$ cat config.mk
export PLATFORM = sky130hd
export DESIGN_NAME = uart_rx_start_detect
export DESIGN_NICKNAME = d
export VERILOG_FILES = /design/src/rtl/uart_pkg.sv /design/src/rtl/uart_sync_ff.sv /design/src/rtl/uart_rx_start_detect.sv
export SDC_FILE = /design/constraint.sdc
export NUM_CORES = 1
export LEC_CHECK = 0
export ABC_AREA = 1
export BUFFER_PORTS_ARGS = -buffer_cell sky130_fd_sc_hd__buf_2
export CORE_MARGIN = 4
export CORE_UTILIZATION = 64
export DETAILED_ROUTE_END_ITERATION = 7
export GPL_ROUTABILITY_DRIVEN = 0
export PLACE_DENSITY = 0.81
export SLEW_MARGIN = 20
export SYNTH_ARGS = -nofsm -noshare
export SYNTH_HDL_FRONTEND = slang
export SYNTH_SLANG_ARGS = --single-unit
$ cat constraint.sdc
create_clock -name Clk -period 2.17 [get_ports Clk]
set_input_delay 0 -clock Clk [delete_from_list [all_inputs] [get_ports Clk]]
set_output_delay 0 -clock Clk [all_outputs]
set_load 0.02 [all_outputs]
$ cat src/rtl/uart_pkg.sv
// Shared types and helpers for the UART receive front end.
package uart_pkg;

    typedef enum logic [1:0] {
        ST_IDLE   = 2'd0,
        ST_VERIFY = 2'd1,
        ST_HOLD   = 2'd2
    } rx_state_t;

    // Width for a counter that must hold max_val without wrapping.
    function automatic int cnt_width(input int max_val);
        return (max_val < 1) ? 1 : $clog2(max_val + 1);
    endfunction

endpackage

$ cat src/rtl/uart_sync_ff.sv
// Multi-flop synchroniser for an asynchronous single-bit input.
module uart_sync_ff #(
    parameter int SYNC_STAGES = 2,
    parameter bit RST_VAL     = 1'b1
) (
    input  logic clk,
    input  logic rst_n,
    input  logic d,
    output logic q
);

    logic [SYNC_STAGES-1:0] chain;

    always_ff @(posedge clk or negedge rst_n) begin
        if (!rst_n) begin
            chain <= {SYNC_STAGES{RST_VAL}};
        end else begin
            chain <= {chain[SYNC_STAGES-2:0], d};
        end
    end

    assign q = chain[SYNC_STAGES-1];

endmodule

$ cat src/rtl/uart_rx_start_detect.sv
// UART start-bit detector: majority-voted start confirmation, bit-centre
// ticks while a frame is held, and line-break detection.
module uart_rx_start_detect
    import uart_pkg::*;
#(
    parameter int OVERSAMPLE  = 16,
    parameter int SYNC_STAGES = 2,
    parameter bit IDLE_LEVEL  = 1'b1,
    parameter int BREAK_BITS  = 11
) (
    input  logic Clk,
    input  logic reset,
    input  logic data_in,
    input  logic sample_tick_in,
    input  logic enable_in,
    input  logic frame_done_in,
    output logic start_valid_out,
    output logic false_start_out,
    output logic bit_tick_out,
    output logic break_out,
    output logic busy_out
);

    localparam int HALF    = OVERSAMPLE / 2;
    localparam int BRK_MAX = BREAK_BITS * OVERSAMPLE;
    localparam int CNT_W   = cnt_width(HALF + 1);
    localparam int PH_W    = cnt_width(OVERSAMPLE - 1);
    localparam int BRK_W   = cnt_width(BRK_MAX);

    localparam logic [CNT_W-1:0] CNT_FIRST = CNT_W'(HALF - 1);
    localparam logic [CNT_W-1:0] CNT_MID   = CNT_W'(HALF);
    localparam logic [CNT_W-1:0] CNT_LAST  = CNT_W'(HALF + 1);
    localparam logic [PH_W-1:0]  PH_LAST   = PH_W'(OVERSAMPLE - 1);
    localparam logic [BRK_W-1:0] BRK_TOP   = BRK_W'(BRK_MAX);
    localparam logic [BRK_W-1:0] BRK_PRE   = BRK_W'(BRK_MAX - 1);
    localparam logic             START_L   = ~IDLE_LEVEL;

    function automatic logic maj3(input logic a, input logic b, input logic c);
        return (a & b) | (a & c) | (b & c);
    endfunction

    logic [1:0]       rst_sync;
    logic             rst_n;
    logic             rx_s;
    logic             rx_start;
    logic             prev_s;
    rx_state_t        state, state_nxt;
    logic [CNT_W-1:0] cnt, cnt_nxt, cnt_inc;
    logic [PH_W-1:0]  phase, phase_nxt;
    logic [BRK_W-1:0] brk_cnt;
    logic [1:0]       samp, samp_nxt;
    logic             brk_hit;
    logic             start_nxt, false_nxt, bit_nxt, brk_nxt;

    // Reset asserts asynchronously but is released on a clock edge.
    always_ff @(posedge Clk or negedge reset) begin
        if (!reset) begin
            rst_sync <= 2'b00;
        end else begin
            rst_sync <= {rst_sync[0], 1'b1};
        end
    end

    assign rst_n = rst_sync[1];

    uart_sync_ff #(
        .SYNC_STAGES (SYNC_STAGES),
        .RST_VAL     (IDLE_LEVEL)
    ) u_sync (
        .clk   (Clk),
        .rst_n (rst_n),
        .d     (data_in),
        .q     (rx_s)
    );

    assign rx_start = (rx_s == START_L);
    assign brk_hit  = sample_tick_in && rx_start && (brk_cnt == BRK_PRE);
    assign cnt_inc  = cnt + CNT_W'(1);

    // Break counter runs in every state, even while disabled.
    always_ff @(posedge Clk or negedge rst_n) begin
        if (!rst_n) begin
            brk_cnt <= '0;
            prev_s  <= IDLE_LEVEL;
        end else if (sample_tick_in) begin
            prev_s <= rx_s;
            if (!rx_start) begin
                brk_cnt <= '0;
            end else if (brk_cnt != BRK_TOP) begin
                brk_cnt <= brk_cnt + BRK_W'(1);
            end
        end
    end

    always_comb begin
        state_nxt = state;
        cnt_nxt   = cnt;
        phase_nxt = phase;
        samp_nxt  = samp;
        start_nxt = 1'b0;
        false_nxt = 1'b0;
        bit_nxt   = 1'b0;
        brk_nxt   = 1'b0;
        if (!enable_in) begin
            state_nxt = ST_IDLE;
            cnt_nxt   = '0;
            phase_nxt = '0;
        end else if (brk_hit) begin
            brk_nxt   = 1'b1;
            state_nxt = ST_IDLE;
            cnt_nxt   = '0;
            phase_nxt = '0;
        end else begin
            unique case (state)
                ST_IDLE: begin
                    if (sample_tick_in && (prev_s == IDLE_LEVEL) && rx_start) begin
                        state_nxt = ST_VERIFY;
                        cnt_nxt   = '0;
                    end
                end
                ST_VERIFY: begin
                    // cnt_inc is the tick count since the falling edge.
                    if (sample_tick_in) begin
                        cnt_nxt = cnt_inc;
                        if (cnt_inc == CNT_FIRST) samp_nxt[0] = rx_start;
                        if (cnt_inc == CNT_MID)   samp_nxt[1] = rx_start;
                        if (cnt_inc == CNT_LAST) begin
                            cnt_nxt = '0;
                            if (maj3(samp[0], samp[1], rx_start)) begin
                                start_nxt = 1'b1;
                                phase_nxt = PH_W'(1);
                                state_nxt = ST_HOLD;
                            end else begin
                                false_nxt = 1'b1;
                                state_nxt = ST_IDLE;
                            end
                        end
                    end
                end
                ST_HOLD: begin
                    if (frame_done_in) begin
                        state_nxt = ST_IDLE;
                        phase_nxt = '0;
                    end else if (sample_tick_in) begin
                        if (phase == PH_LAST) begin
                            bit_nxt   = 1'b1;
                            phase_nxt = '0;
                        end else begin
                            phase_nxt = phase + PH_W'(1);
                        end
                    end
                end
                default: begin
                    state_nxt = ST_IDLE;
                    cnt_nxt   = '0;
                    phase_nxt = '0;
                end
            endcase
        end
    end

    always_ff @(posedge Clk or negedge rst_n) begin
        if (!rst_n) begin
            state           <= ST_IDLE;
            cnt             <= '0;
            phase           <= '0;
            samp            <= '0;
            start_valid_out <= 1'b0;
            false_start_out <= 1'b0;
            bit_tick_out    <= 1'b0;
            break_out       <= 1'b0;
            busy_out        <= 1'b0;
        end else begin
            state           <= state_nxt;
            cnt             <= cnt_nxt;
            phase           <= phase_nxt;
            samp            <= samp_nxt;
            start_valid_out <= start_nxt;
            false_start_out <= false_nxt;
            bit_tick_out    <= bit_nxt;
            break_out       <= brk_nxt;
            busy_out        <= (state_nxt != ST_IDLE);
        end
    end

endmodule

# Word level (Yosys, flattened, before mapping)
# Index checks and enable logic that the tools add are counted.
# word_totals
ff_bits	30
output_inout_bits	5
# op_classes
addsub	3
n_eq_ne	15
n_mux	45
n_bitwise	7
reduce_logical	12
# op_table
op	count
$mux 4	13
$pmux 4 s3	2
$mux 1	20
$mux 8	2
$ne 4x4->1 const B	4
$reduce_and 5->1	3
$mux 2	7
$eq 4x4->1 const B	3
$add 4x1->4 const B	2
$add 8x1->8 const B	1
$eq 8x8->1 const B	1
$ne 8x8->1 const B	1
$ne 3x3->1 const B	2
$pmux 2 s3	1
$ne 5x5->1 const B	1
$eq 4x3->1 const B	1
$logic_and 1x1->1	4
$reduce_bool 2->1	2
$and 1x1->1	3
$reduce_and 3->1	1
$eq 2x1->1 const B	1
$eq 2x2->1 const B	1
$logic_not 2->1	1
$not 1->1	2
other kinds (2)	3

# Logic depth before layout (Yosys ltp)
# logic_depth
depth_word	11
ltp_mapped	11

# Cells and area by module
# From an unflattened synthesis, not the netlist that was laid out.
# unflattened
hier_cells	211
hier_area_um2	1839.3
# by_module_without_submodules
module	n_inst	cells_each	area_per_inst_um2	seq_area_each_um2
uart_rx_start_detect	1	209	1786.7	701.9
uart_sync_ff	1	2	52.6	52.6

# Worst setup path before layout
# Ideal clock, no wire load.
# synth_path
path_kind	flip-flop to flip-flop
startpoint	register state[1]
endpoint	register cnt[0]
setup_time_ps	127
t_arrival_ps	1311
required_time_ps	2043
path_slack_ps	732
stages_incl_launch_ff	9
path_buffers	1
period_less_slack_ps	1438
cell_sequence	dfrtp_1 > inv_1 > ha_1 > buf_2 > inv_1 > o211ai_1 > nand2_4 > nand4_1 > o21ai_0
# synth_between
elab_chain_cells	4
# synth_lines
item	line	text
start: declaration	uart_rx_start_detect.sv:47	rx_state_t state, state_nxt;
start signal: assignment	uart_rx_start_detect.sv:174	state <= state_nxt;
$eq 2x2->1, or another cell as far along	uart_rx_start_detect.sv:114	unique case (state)
$pmux 4 s3	uart_rx_start_detect.sv:114	
$mux 4	uart_rx_start_detect.sv:108	end else if (brk_hit) begin
$mux 4	uart_rx_start_detect.sv:104	if (!enable_in) begin
end signal: assignment	uart_rx_start_detect.sv:175	cnt <= cnt_nxt;
end: declaration	uart_rx_start_detect.sv:48	logic [CNT_W-1:0] cnt, cnt_nxt, cnt_inc;
# Several ways; a longest one is shown, not always the timed one.
# A chain may end at the register's enable or synchronous reset.

# Worst setup path after layout
# layout_path
startpoint	register state[1]
endpoint	register cnt[2]
# Same word-level chain as after synthesis.

==> results.sh <==
export IMPL_outcome="completed"
export IMPL_hp_class="in -> reg"
export IMPL_clk_pin_slew_ps=90
export IMPL_grt_overflow=0
export IMPL_ir_drop_mv=0.526
export IMPL_fin_tns_setup_ps=0
export IMPL_slew_viol_final=0
export IMPL_worst_setup_path_type="reg -> reg"
export IMPL_cts_tree="yes"
export IMPL_detailroute_via_count=1505
export IMPL_diodes=0
export IMPL_finalCriticalPeriod_ps=1710
export IMPL_ys_seq_elements=30
export IMPL_worstPathRequired_ps=2360
export IMPL_h_tree_depth=2
export IMPL_synth_fp_nets=235
export IMPL_core_area_um2=2760
export IMPL_synth_area_um2=1840
export IMPL_setup_worst_path_end_class="flip-flop"
export IMPL_rows=19
export IMPL_viasPerCell=5.59
export IMPL_layout_nets=254
export IMPL_ant_nets=0
export IMPL_wirelength_mm=3.51
export IMPL_drt_iter0_drc=91
export IMPL_io_pins=11
export IMPL_initial_utilization=0.668
export IMPL_clockRootBuffer="clkbuf_4"
export IMPL_startpoint_type="flip-flop"
export IMPL_final_util=0.726
export IMPL_synthCells=218
export IMPL_period_share=0.789
export IMPL_skew_ps=7.77
export IMPL_first_global_vias=1518
export IMPL_crit_fanout=8
export IMPL_rsz0062_at_grt="no"
export IMPL_antenna_found_initial=0
export IMPL_insertion_delay_ps=320
export IMPL_postSynthAreaPerCell_um2=8.45
export IMPL_nFillCells=223
export IMPL_grt_max_degree=20
export IMPL_area_growth_pct=8.76
export IMPL_setup_violations=0
export IMPL_worst_slew_pin_slew_ps=743
export IMPL_die_w_um=61.6
export IMPL_drc=0
export IMPL_design_die_area_um2=3800
export IMPL_grt_pass1_wl_mm=6.27
export IMPL_synth_warning_count=0
export IMPL_p_leak_uw=0.000950
export IMPL_yosysSeqAreaShare=0.410
export IMPL_slew_limit_headroom=0.505
export IMPL_io_buffers=10
export IMPL_grtUsageTotal=0.226
export IMPL_die_h_um=61.6
export IMPL_cts_sinks=30
export IMPL_dp_hpwl_mm=2.68
export IMPL_hold_viol_final=0
export IMPL_cts_buffers_inserted=5
export IMPL_cts_max_path_buffers=2
export IMPL_firstDrtPassIters=4
export IMPL_worstPathArrival_ps=1910
export IMPL_drive_above_1_share=0.197
export IMPL_post_drt_wl_per_cell_um=13.0
export IMPL_synth_distinct_cells=32
export IMPL_fmax_ghz=0.584
export IMPL_cap_violations=0
export IMPL_power_density_nw_per_um2=510
==> cell type report <==
cell class,count,area [um^2],area share
clock buffers,8,48.8,0.0244
inverters,31,129,0.0643
multi-input cells,154,935,0.467
flip-flops and latches,30,754,0.377
well taps,31,38.8,0.0194
repair buffers,15,97.6,0.0487
==> worst max-delay path: stages (launching register included) <==
cell	delay (ps)
dfrtp_1	420
inv_1	120
ha_1	330
inv_1	130
o211ai_1	270
nand2_4	120
nand3_1	100
o21ai_0	100
==> power breakdown <==
group	switching (uW)	internal (uW)
clock network	178	129
logic	76.4	41.7
registers	19.4	577
==> cell usage in the layout (no fill, tap or decap), types with 5 or more instances in the layout <==
cell      Yosys  routed
ha_1         11      11
nand3_1      17      17
nor2_1       14      14
inv_1        25      25
dfrtp_1      27      27
nor3_1        6       6
clkbuf_4      0       5
o21ai_0       7       7
nand4_1       9       9
buf_2         1      10
nand2_1      51      51
==> timing repair <==
item                      CTS  global route
setup buffers               0             0
hold buffers                4             0
hold endpoints to repair    4             0
gates resized for setup     0             0
==> cell families after synthesis <==
group,synth area share
buffers and inverters,0.0829
XOR/XNOR,0.0238
AND/OR/NAND/NOR,0.346
other,0.00204
adder cells (fa/ha/maj),0.0747
AO/OA/AOI/OAI,0.0605
flip-flops,0.410
==> cell usage after synthesis <==
library cell,instances,area share
nand3_4,2,0.019
inv_4,2,0.0068
xor2_1,3,0.014
o31ai_1,4,0.016
o211ai_1,1,0.0041
buf_2,1,0.0027
nand4_1,9,0.031
a31o_2,1,0.0048
nand3_2,3,0.016
nor2_2,2,0.0068
dfstp_2,3,0.043
o21ai_1,4,0.011
nor3_1,6,0.016
buf_6,1,0.0061
ha_1,11,0.075
a21oi_1,2,0.0054
dfrtp_1,27,0.37
nor2_4,4,0.024
inv_2,3,0.0061
buf_4,1,0.0041
nand2_4,4,0.024
nand3_1,17,0.046
conb_1,1,0.0020
inv_1,25,0.051
xnor2_1,2,0.0095
o21ai_0,7,0.019
nor2_1,14,0.029
nand2_8,1,0.011
nor3_2,1,0.0054
nand2_1,51,0.10
nand2_2,4,0.014
inv_8,1,0.0061
==> path summary, 6_finish.rpt <==
kind | slack [ps] | to | startpoint | depth (start not counted)
max | 460 | cnt[2] | state[1] | 7
min | 40 | bit_tick_out | frame_done_in | 4
max reg2reg | 460 | cnt[2] | state[1] | 7
min reg2reg | 300 | phase[1] | rst_sync[1] | 0
max in group asynchronous | 1230 | cnt[2] | rst_sync[1] | 1
min in group asynchronous | 300 | phase[1] | rst_sync[1] | 0
==> flip-flops by register name, summed over array words and instances (netlist names) <==
| register | count |
|---|---|
| brk_cnt | 8 |
| cnt | 4 |
| phase | 4 |
| rst_sync | 2 |
| samp | 2 |
| state | 2 |
| u_sync.chain | 2 |
| bit_tick_out | 1 |
| break_out | 1 |
| busy_out | 1 |
| false_start_out | 1 |
| prev_s | 1 |
| start_valid_out | 1 |
==> stage by stage <==
step / area (um^2) / worst slack (ps) / power [uW] / hold WS, ps / cells
finish: 2000 / 458 / 1020 / 40.2 / 269
global route: 2000 / 332 / 1090 / 45.3 / 269
CTS: 2000 / 452 / 1040 / 9.48 / 269
detailed placement: 1910 / 473 / 720 / -212 / 257
global placement: 1910 / 541 / 714 / -215 / 257
floorplan: 1840 / 732 / 691 / -296 / 218
==> metal layers <==
layer / global-route usage / wire, um / up-vias
met4: 0.133 / 55 / 0
li1: - / - / 744
met3: 0.0650 / 163 / 6
met1: 0.271 / 1500 / 712
met2: 0.360 / 1790 / 43
met5: 0 / 0 / -
Power figures use the tool's default switching activity.
